### src/rtl/micro_sequencer_stack.sv
// Next-address microsequencer: holds the micro-PC and picks the next micro-address
// by increment, jump, dispatch, branch, wait, or call/return on a small return stack.
module micro_sequencer_stack #(
  parameter int AW         = 8,
  parameter int NCOND      = 4,
  parameter int DEPTH      = 4,
  parameter int RESET_ADDR = 0,
  localparam int CSW       = (NCOND > 1) ? $clog2(NCOND) : 1,
  localparam int SPW       = $clog2(DEPTH + 1)
) (
  input  logic             i_clk,
  input  logic             i_rst_n,
  input  logic [2:0]       i_ns_mode,
  input  logic             i_inv,
  input  logic [CSW-1:0]   i_cond_sel,
  input  logic [AW-1:0]    i_target,
  input  logic [AW-1:0]    i_disp_addr,
  input  logic [NCOND-1:0] i_cond_in,
  input  logic             i_hold,
  input  logic             i_err_clr,
  output logic [AW-1:0]    o_uaddr,
  output logic [SPW-1:0]   o_sp_level,
  output logic             o_stack_full,
  output logic             o_stack_empty,
  output logic             o_ovf,
  output logic             o_unf
);

  typedef enum logic [2:0] {
    NS_INC  = 3'd0,
    NS_JMP  = 3'd1,
    NS_DISP = 3'd2,
    NS_CBR  = 3'd3,
    NS_WAIT = 3'd4,
    NS_CALL = 3'd5,
    NS_RET  = 3'd6,
    NS_RST  = 3'd7
  } ns_mode_e;

  // Memory is sized to the full pointer range so the stack pointer indexes it directly.
  localparam int              MEMN    = 1 << SPW;
  localparam logic [AW-1:0]   RST_A   = AW'(RESET_ADDR);
  localparam logic [AW-1:0]   A_ONE   = AW'(1);
  localparam logic [SPW-1:0]  SP_ZERO = SPW'(0);
  localparam logic [SPW-1:0]  SP_ONE  = SPW'(1);
  localparam logic [SPW-1:0]  DEPTH_L = SPW'(DEPTH);

  logic [AW-1:0]  r_upc;
  logic [SPW-1:0] r_sp;
  logic           r_full;
  logic           r_empty;
  logic           r_ovf;
  logic           r_unf;
  logic [AW-1:0]  r_mem [MEMN];

  logic [AW-1:0]  w_inc;
  logic [SPW-1:0] w_sp_dec;
  logic           w_cond;
  logic           w_t;
  logic [AW-1:0]  w_next;
  logic [SPW-1:0] w_sp_next;
  logic           w_push;
  logic           w_ovf_set;
  logic           w_unf_set;
  logic           w_ovf_next;
  logic           w_unf_next;
  ns_mode_e       w_mode;

  assign w_mode   = ns_mode_e'(i_ns_mode);
  assign w_inc    = r_upc + A_ONE;
  assign w_sp_dec = r_sp - SP_ONE;

  // Selected condition; out-of-range selects read as 0 before inversion.
  always_comb begin
    w_cond = 1'b0;
    if ({{(32-CSW){1'b0}}, i_cond_sel} < NCOND) begin
      w_cond = i_cond_in[i_cond_sel];
    end else begin
      w_cond = 1'b0;
    end
    w_t = w_cond ^ i_inv;
  end

  // Next-address, stack-pointer and error-event decode.
  always_comb begin
    w_next    = w_inc;
    w_sp_next = r_sp;
    w_push    = 1'b0;
    w_ovf_set = 1'b0;
    w_unf_set = 1'b0;
    case (w_mode)
      NS_INC:  w_next = w_inc;
      NS_JMP:  w_next = i_target;
      NS_DISP: w_next = i_disp_addr;
      NS_CBR:  w_next = w_t ? i_target : w_inc;
      NS_WAIT: w_next = w_t ? w_inc : r_upc;
      NS_CALL: begin
        w_next = i_target;
        if (r_full) begin
          w_ovf_set = 1'b1;
        end else begin
          w_push    = 1'b1;
          w_sp_next = r_sp + SP_ONE;
        end
      end
      NS_RET: begin
        if (r_empty) begin
          w_next    = RST_A;
          w_unf_set = 1'b1;
        end else begin
          w_next    = r_mem[w_sp_dec];
          w_sp_next = w_sp_dec;
        end
      end
      NS_RST: begin
        w_next    = RST_A;
        w_sp_next = SP_ZERO;
      end
      default: w_next = w_inc;
    endcase
    // A new error outranks a simultaneous clear; hold suppresses new errors only.
    w_ovf_next = (r_ovf & ~i_err_clr) | (w_ovf_set & ~i_hold);
    w_unf_next = (r_unf & ~i_err_clr) | (w_unf_set & ~i_hold);
  end

  // Micro-PC, stack pointer, status and sticky flags.
  always_ff @(posedge i_clk or negedge i_rst_n) begin
    if (!i_rst_n) begin
      r_upc   <= RST_A;
      r_sp    <= SP_ZERO;
      r_full  <= 1'b0;
      r_empty <= 1'b1;
      r_ovf   <= 1'b0;
      r_unf   <= 1'b0;
    end else begin
      if (!i_hold) begin
        r_upc   <= w_next;
        r_sp    <= w_sp_next;
        r_full  <= (w_sp_next == DEPTH_L);
        r_empty <= (w_sp_next == SP_ZERO);
      end else begin
        r_upc   <= r_upc;
        r_sp    <= r_sp;
        r_full  <= r_full;
        r_empty <= r_empty;
      end
      r_ovf <= w_ovf_next;
      r_unf <= w_unf_next;
    end
  end

  // Return-stack storage; contents are not reset.
  always_ff @(posedge i_clk) begin
    if (w_push && !i_hold && i_rst_n) begin
      r_mem[r_sp] <= w_inc;
    end
  end

  assign o_uaddr       = r_upc;
  assign o_sp_level    = r_sp;
  assign o_stack_full  = r_full;
  assign o_stack_empty = r_empty;
  assign o_ovf         = r_ovf;
  assign o_unf         = r_unf;

endmodule

### config.mk
export PLATFORM = sky130hd
export DESIGN_NAME = micro_sequencer_stack
export DESIGN_NICKNAME = d
export VERILOG_FILES = /design/src/rtl/micro_sequencer_stack.sv
export SDC_FILE = /design/constraint.sdc
export NUM_CORES = 1
export LEC_CHECK = 0
export BUFFER_PORTS_ARGS = -buffer_cell sky130_fd_sc_hd__clkbuf_2
export CAP_MARGIN = 20
export CORE_ASPECT_RATIO = 1.4
export CORE_UTILIZATION = 45
export CTS_CLUSTER_DIAMETER = 40
export DETAILED_ROUTE_END_ITERATION = 16
export PLACE_DENSITY = 0.75
export SLEW_MARGIN = 0
export SYNTH_ARGS = -nofsm -noshare
export SYNTH_HDL_FRONTEND = slang
export SYNTH_SLANG_ARGS = --single-unit
### constraint.sdc
create_clock -name i_clk -period 3.5 [get_ports i_clk]
set_input_delay 0.7 -clock i_clk [delete_from_list [all_inputs] [get_ports i_clk]]
set_output_delay 0.7 -clock i_clk [all_outputs]
set_load 0.02 [all_outputs]
# ---- After elaboration in Yosys (flattened, before gate mapping)
# Memories as Yosys holds them, arrays and structs flattened.
# Index checks and enable logic that the tools add are counted.
dict set report totals {
  regBits 15
  ramBits 64
  input_bits 30
  elab_cells 53
  mem_count 1
}
# name words width rd rd_clocked_by_memory_dff write_ports line
set memory_table {}
lappend memory_table {r_mem 8 8 1 0 1 54} ;# logic [AW-1:0] r_mem [MEMN];
dict set report op_classes {
  add_sub_neg 3
  n_lt_le_gt_ge 1
  n_eq_ne 9
  mux 17
  n_bitwise 9
  n_reduce_logical 7
}
# operator count
set ops {}
lappend ops {{8-bit case mux with 7 select lines} 1}
lappend ops {{8-bit 2-to-1 mux} 3}
lappend ops {{3-bit equality test (second input constant)} 5}
lappend ops {{1-bit 2-to-1 mux} 9}
lappend ops {{3-bit case mux with 3 select lines} 1}
lappend ops {{8-bit by 1-bit adder with 8-bit output (second input constant)} 1}
lappend ops {{3-bit by 2-bit equality test with 1-bit output (second input constant)} 2}
lappend ops {{3-bit logical NOT} 2}
lappend ops {{3-bit 2-to-1 mux} 2}
lappend ops {{1-bit AND} 4}
lappend ops {{3-bit by 1-bit adder with 3-bit output (second input constant)} 1}
lappend ops {{3-bit by 1-bit equality test with 1-bit output (second input constant)} 1}
lappend ops {{2-bit by 3-bit less-than comparator with 1-bit output (second input constant)} 1}
lappend ops {{3-bit by 1-bit subtractor with 3-bit output (second input constant)} 1}
lappend ops {{1-bit binary-select mux with 2-bit select} 1}
lappend ops {{1-bit logical AND} 2}
lappend ops {{2-bit != test (second input constant)} 1}
lappend ops {{1-bit inverter} 2}
lappend ops {{1-bit bitwise OR} 2}
lappend ops {{2-bit AND reduction} 1}
lappend ops {{2-bit OR reduction} 1}
lappend ops {{1-bit logical NOT} 1}
lappend ops {{1-bit XOR} 1}

# ---- Longest topological paths before layout
dict set report logic_depth {
  word_depth 6
  ltp_mapped 10
  ltp_nobuf 7
}

# ---- Worst setup path after synthesis
# Ideal clock, no wire load.
dict set report synth_timing {
  kind {reg2reg}
  start {register r_sp[0], in the netlist o_sp_level[0]}
  end {register r_upc[7], in the netlist o_uaddr[7]}
  t_arrival_ps 2710
  required_time_ps 3355
  slack_ps 645
  stages_incl_launch_ff 11
  path_buffers 4
  synth_period_minus_slack_ps 2855
  path_cell_list {dfrtp_1 > buf_4 > buf_2 > inv_1 > ha_1 > buf_2 > buf_1 > mux4_2 > a22o_1 > a311oi_1 > a31oi_1}
}
dict set report synth_between {
  elab_chain_cells 4
}
# item line
set synth_rtl {}
lappend synth_rtl {{from (decl)} 49} ;# logic [SPW-1:0] r_sp;
lappend synth_rtl {{from (signal assigned)} 138} ;# r_sp <= w_sp_next;
lappend synth_rtl {{from (signal assigned)} 143} ;# r_sp <= r_sp;
lappend synth_rtl {{3-bit by 1-bit subtractor with 3-bit output} 71} ;# assign w_sp_dec = r_sp - SP_ONE;
lappend synth_rtl {{memory 8 x 8 bit} --}
lappend synth_rtl {{8-bit 2-to-1 mux} 107} ;# if (r_empty) begin
lappend synth_rtl {{8-bit case mux with 7 select lines} 91} ;# case (w_mode)
lappend synth_rtl {{to (signal assigned)} 137} ;# r_upc <= w_next;
lappend synth_rtl {{to (signal assigned)} 142} ;# r_upc <= r_upc;
lappend synth_rtl {{to (decl)} 48} ;# logic [AW-1:0] r_upc;
# No other way between the ends.
# A chain may end at the register's enable or synchronous reset.

# ---- Worst setup path after layout
dict set report layout_timing {
  start {register r_sp[1], in the netlist o_sp_level[1]}
  end {register r_upc[5], in the netlist o_uaddr[5]}
}
# Same word-level chain as after synthesis.

==> results.yml <==
outcome:
  outcome: "finished clean"
finish:
  drive_gt1_share_pct: 30.4
  diodes: 0
  regArea_mm2: 0.00230
  n_fill_cell: 647
  mostFrequentLayoutCell: "edfxtp_1"
  layout_common_cells: "edfxtp_1, clkbuf_2, nand2_1"
  syn2layout_area_growth_pct: 18.4
  fin_util_pct: 55.1
  fin_nets: 367
  multi_input_area_mm2: 0.00141
place:
  gp_congestion: 0.857
  port_buffers: 44
  hpwl_um: 6430
critical_path:
  worstSetupPathType: "reg -> reg"
  cp.arrival_ns: 2.89
  setup.worst_path.start_class: "flip-flop"
  rrSetupSlack_ns: 0.82
  crit_path_end_kind: "flip-flop"
  worstPathRequired_ns: 3.71
  worstPathMaxFanout: 11
die:
  die_w_um: 79.8
  ios: 45
  die-area_mm2: 0.00886
  rows: 39
  die_y_um: 111
  coreArea_mm2: 0.00820
  start_util_pct: 46.6
timing:
  period_minus_slack_ns: 2.68
  rsz0062_at_grt: "false"
  hold_viol_final: 0
  slew_headroom_pct: 40.8
  max_freq_mhz: 373
  tns_ns: 0
  hold_slack_ns: 0.297
  period_share_pct: 76.6
  worst_pin_slew_ns: 0.881
  setup_viol: 0
  fin_worst_skew_ns: 0.00435
  maxSlewViolCount: 0
global_routing:
  grt_overflow: 0
  grt_pass1_vias: 2612
  grt_use_total_pct: 22.0
  grt_pass1_wl_um: 14000
  antenna_found_initial: 0
  grt_max_degree: 22
routing:
  drc: 0
  ant_nets: 0
  drtPass1Iterations: 4
  vias: 2590
  wl_met1_um: 3360
  wl_met2_um: 4760
  viasPerCell: 5.87
  post_drt_wl_per_cell_um: 20.1
  dr.max_layer_used: "met4"
  wl_um: 8870
  drt_iter0_drc: 153
  wl_met3_um: 505
clock_network:
  cts_tree: "built"
  cts.path.max_buffers: 2
  postCtsSetupBuffers: 0
  h-tree-depth: 3
  numCtsBuffers: 9
  clk_pin_slew_worst_paths_ns: 0.06
  clock_latency_ns: 0.33
  cts_root_buf: "clkbuf_16"
  cts_sinks: 79
  cts.hold.buffers_added: 0
  cts_resized: 0
yosys:
  avgSynthCellArea_um2: 13.7
  synth_nets: 312
  synth_cells: 279
  netlist_area_mm2: 0.00382
  seq_area_frac_synth_pct: 60.2
  synth_seq_cells: 79
  synthArstFlopShare_pct: 19.0
  synth_edf_count: 64
  ys_types: 56
  synth-main-ff-cell: "edfxtp_1"
  yosys_warnings: 0
flow_run:
  drv_cap: 0
pwr:
  cellLeakagePower_nw: 1.64
  peakVddDrop_v: 0.000267
  powerDensity_mw_per_mm2: 682
min_path:
  min_path_type: "in -> async"
logic make-up (layout without fill, tap and decap cells):
group | after synthesis | in the layout | synth area share (%)
multiplexers | 20 | 20 | 10.9
AO/OA/AOI/OAI | 57 | 57 | 11.0
flip-flops | 79 | 79 | 60.2
XOR/XNOR | 8 | 8 | 2.23
AND/OR/NAND/NOR | 87 | 87 | 11.9
buffers and inverters | 25 | 85 | 2.79
adder cells (fa/ha/maj) | 3 | 3 | 0.984
metrics by stage:
stage / instance area, um^2 / total power [mW] / setup slack [ns] / instances
after floorplan: 3820 / 1.89 / 0.645 / 279
after global placement: 4210 / 2.15 / 0.508 / 425
after detailed placement: 4210 / 2.16 / 0.537 / 425
after CTS: 4520 / 3.11 / 0.854 / 441
after global routing: 4520 / 3.23 / 0.695 / 441
final: 4520 / 3.08 / 0.819 / 441
synth_stat cells (all sizes together) (6+ instances only):
library cell | number | area [um^2]
buf | 8 | 42.5
nand3 | 8 | 40.0
a22o | 6 | 52.6
nor2 | 13 | 48.8
nand2 | 24 | 90.1
mux4 | 17 | 383
edfxtp | 64 | 1920
clkbuf | 8 | 30.0
dfrtp | 14 | 350
nor3 | 11 | 55.1
inv | 9 | 33.8
nand2b | 8 | 50.1
a22oi | 7 | 52.6
o21ai | 9 | 45.0
final cells by class:
type                    instances  share of cell area [%]
repair buffers                 60                    7.53
clock buffers                   9                    4.99
inverters                       9                   0.748
multi-input cells             175                    31.2
flip-flops and latches         79                    50.9
well taps                     102                    2.83
clock inverters                 7                    1.77
path summary, 6_finish.rpt:
path,depth (start not counted),from,end
max in group asynchronous,1,i_rst_n,o_stack_empty$_DFFE_PN1N_
setup / recovery,7,o_sp_level[1]$_DFFE_PN0N_,o_uaddr[5]$_DFFE_PN0P_
hold reg to reg,2,o_unf$_DFF_PN0_,o_unf$_DFF_PN0_
min in group i_clk,2,o_unf$_DFF_PN0_,o_unf$_DFF_PN0_
setup reg to reg,7,o_sp_level[1]$_DFFE_PN0N_,o_uaddr[5]$_DFFE_PN0P_
hold / removal,1,i_rst_n,o_sp_level[0]$_DFFE_PN0N_
layer usage:
| layer | vias up | track usage (%) |
|---|---|---|
| li1 | 1201 | - |
| met1 | 1282 | 25.0 |
| met2 | 89 | 38.1 |
| met3 | 18 | 3.79 |
| met4 | 0 | 12.6 |
| met5 | - | 0 |
worst max-delay path, cell delays in order, from the launching register on:
cell and delay (ns):
dfrtp_1 0.48, inv_1 0.13, ha_1 0.60, mux4_2 0.41
and3b_1 0.21, a2111oi_0 0.44, a221o_1 0.22, nand3_1 0.07
power breakdown:
group	switching [mW]	leakage (nW)	internal (mW)
Sequential	0.0943	0.765	1.15
Clock	0.375	0.148	0.560
Combinational	0.514	0.726	0.390
flip-flops by register name, indices dropped and copies added, names as in the netlist:
name	count
r_mem	64
o_uaddr	8
o_sp_level	3
o_ovf	1
o_stack_empty	1
o_stack_full	1
o_unf	1
Power figures use the tool's default switching activity.
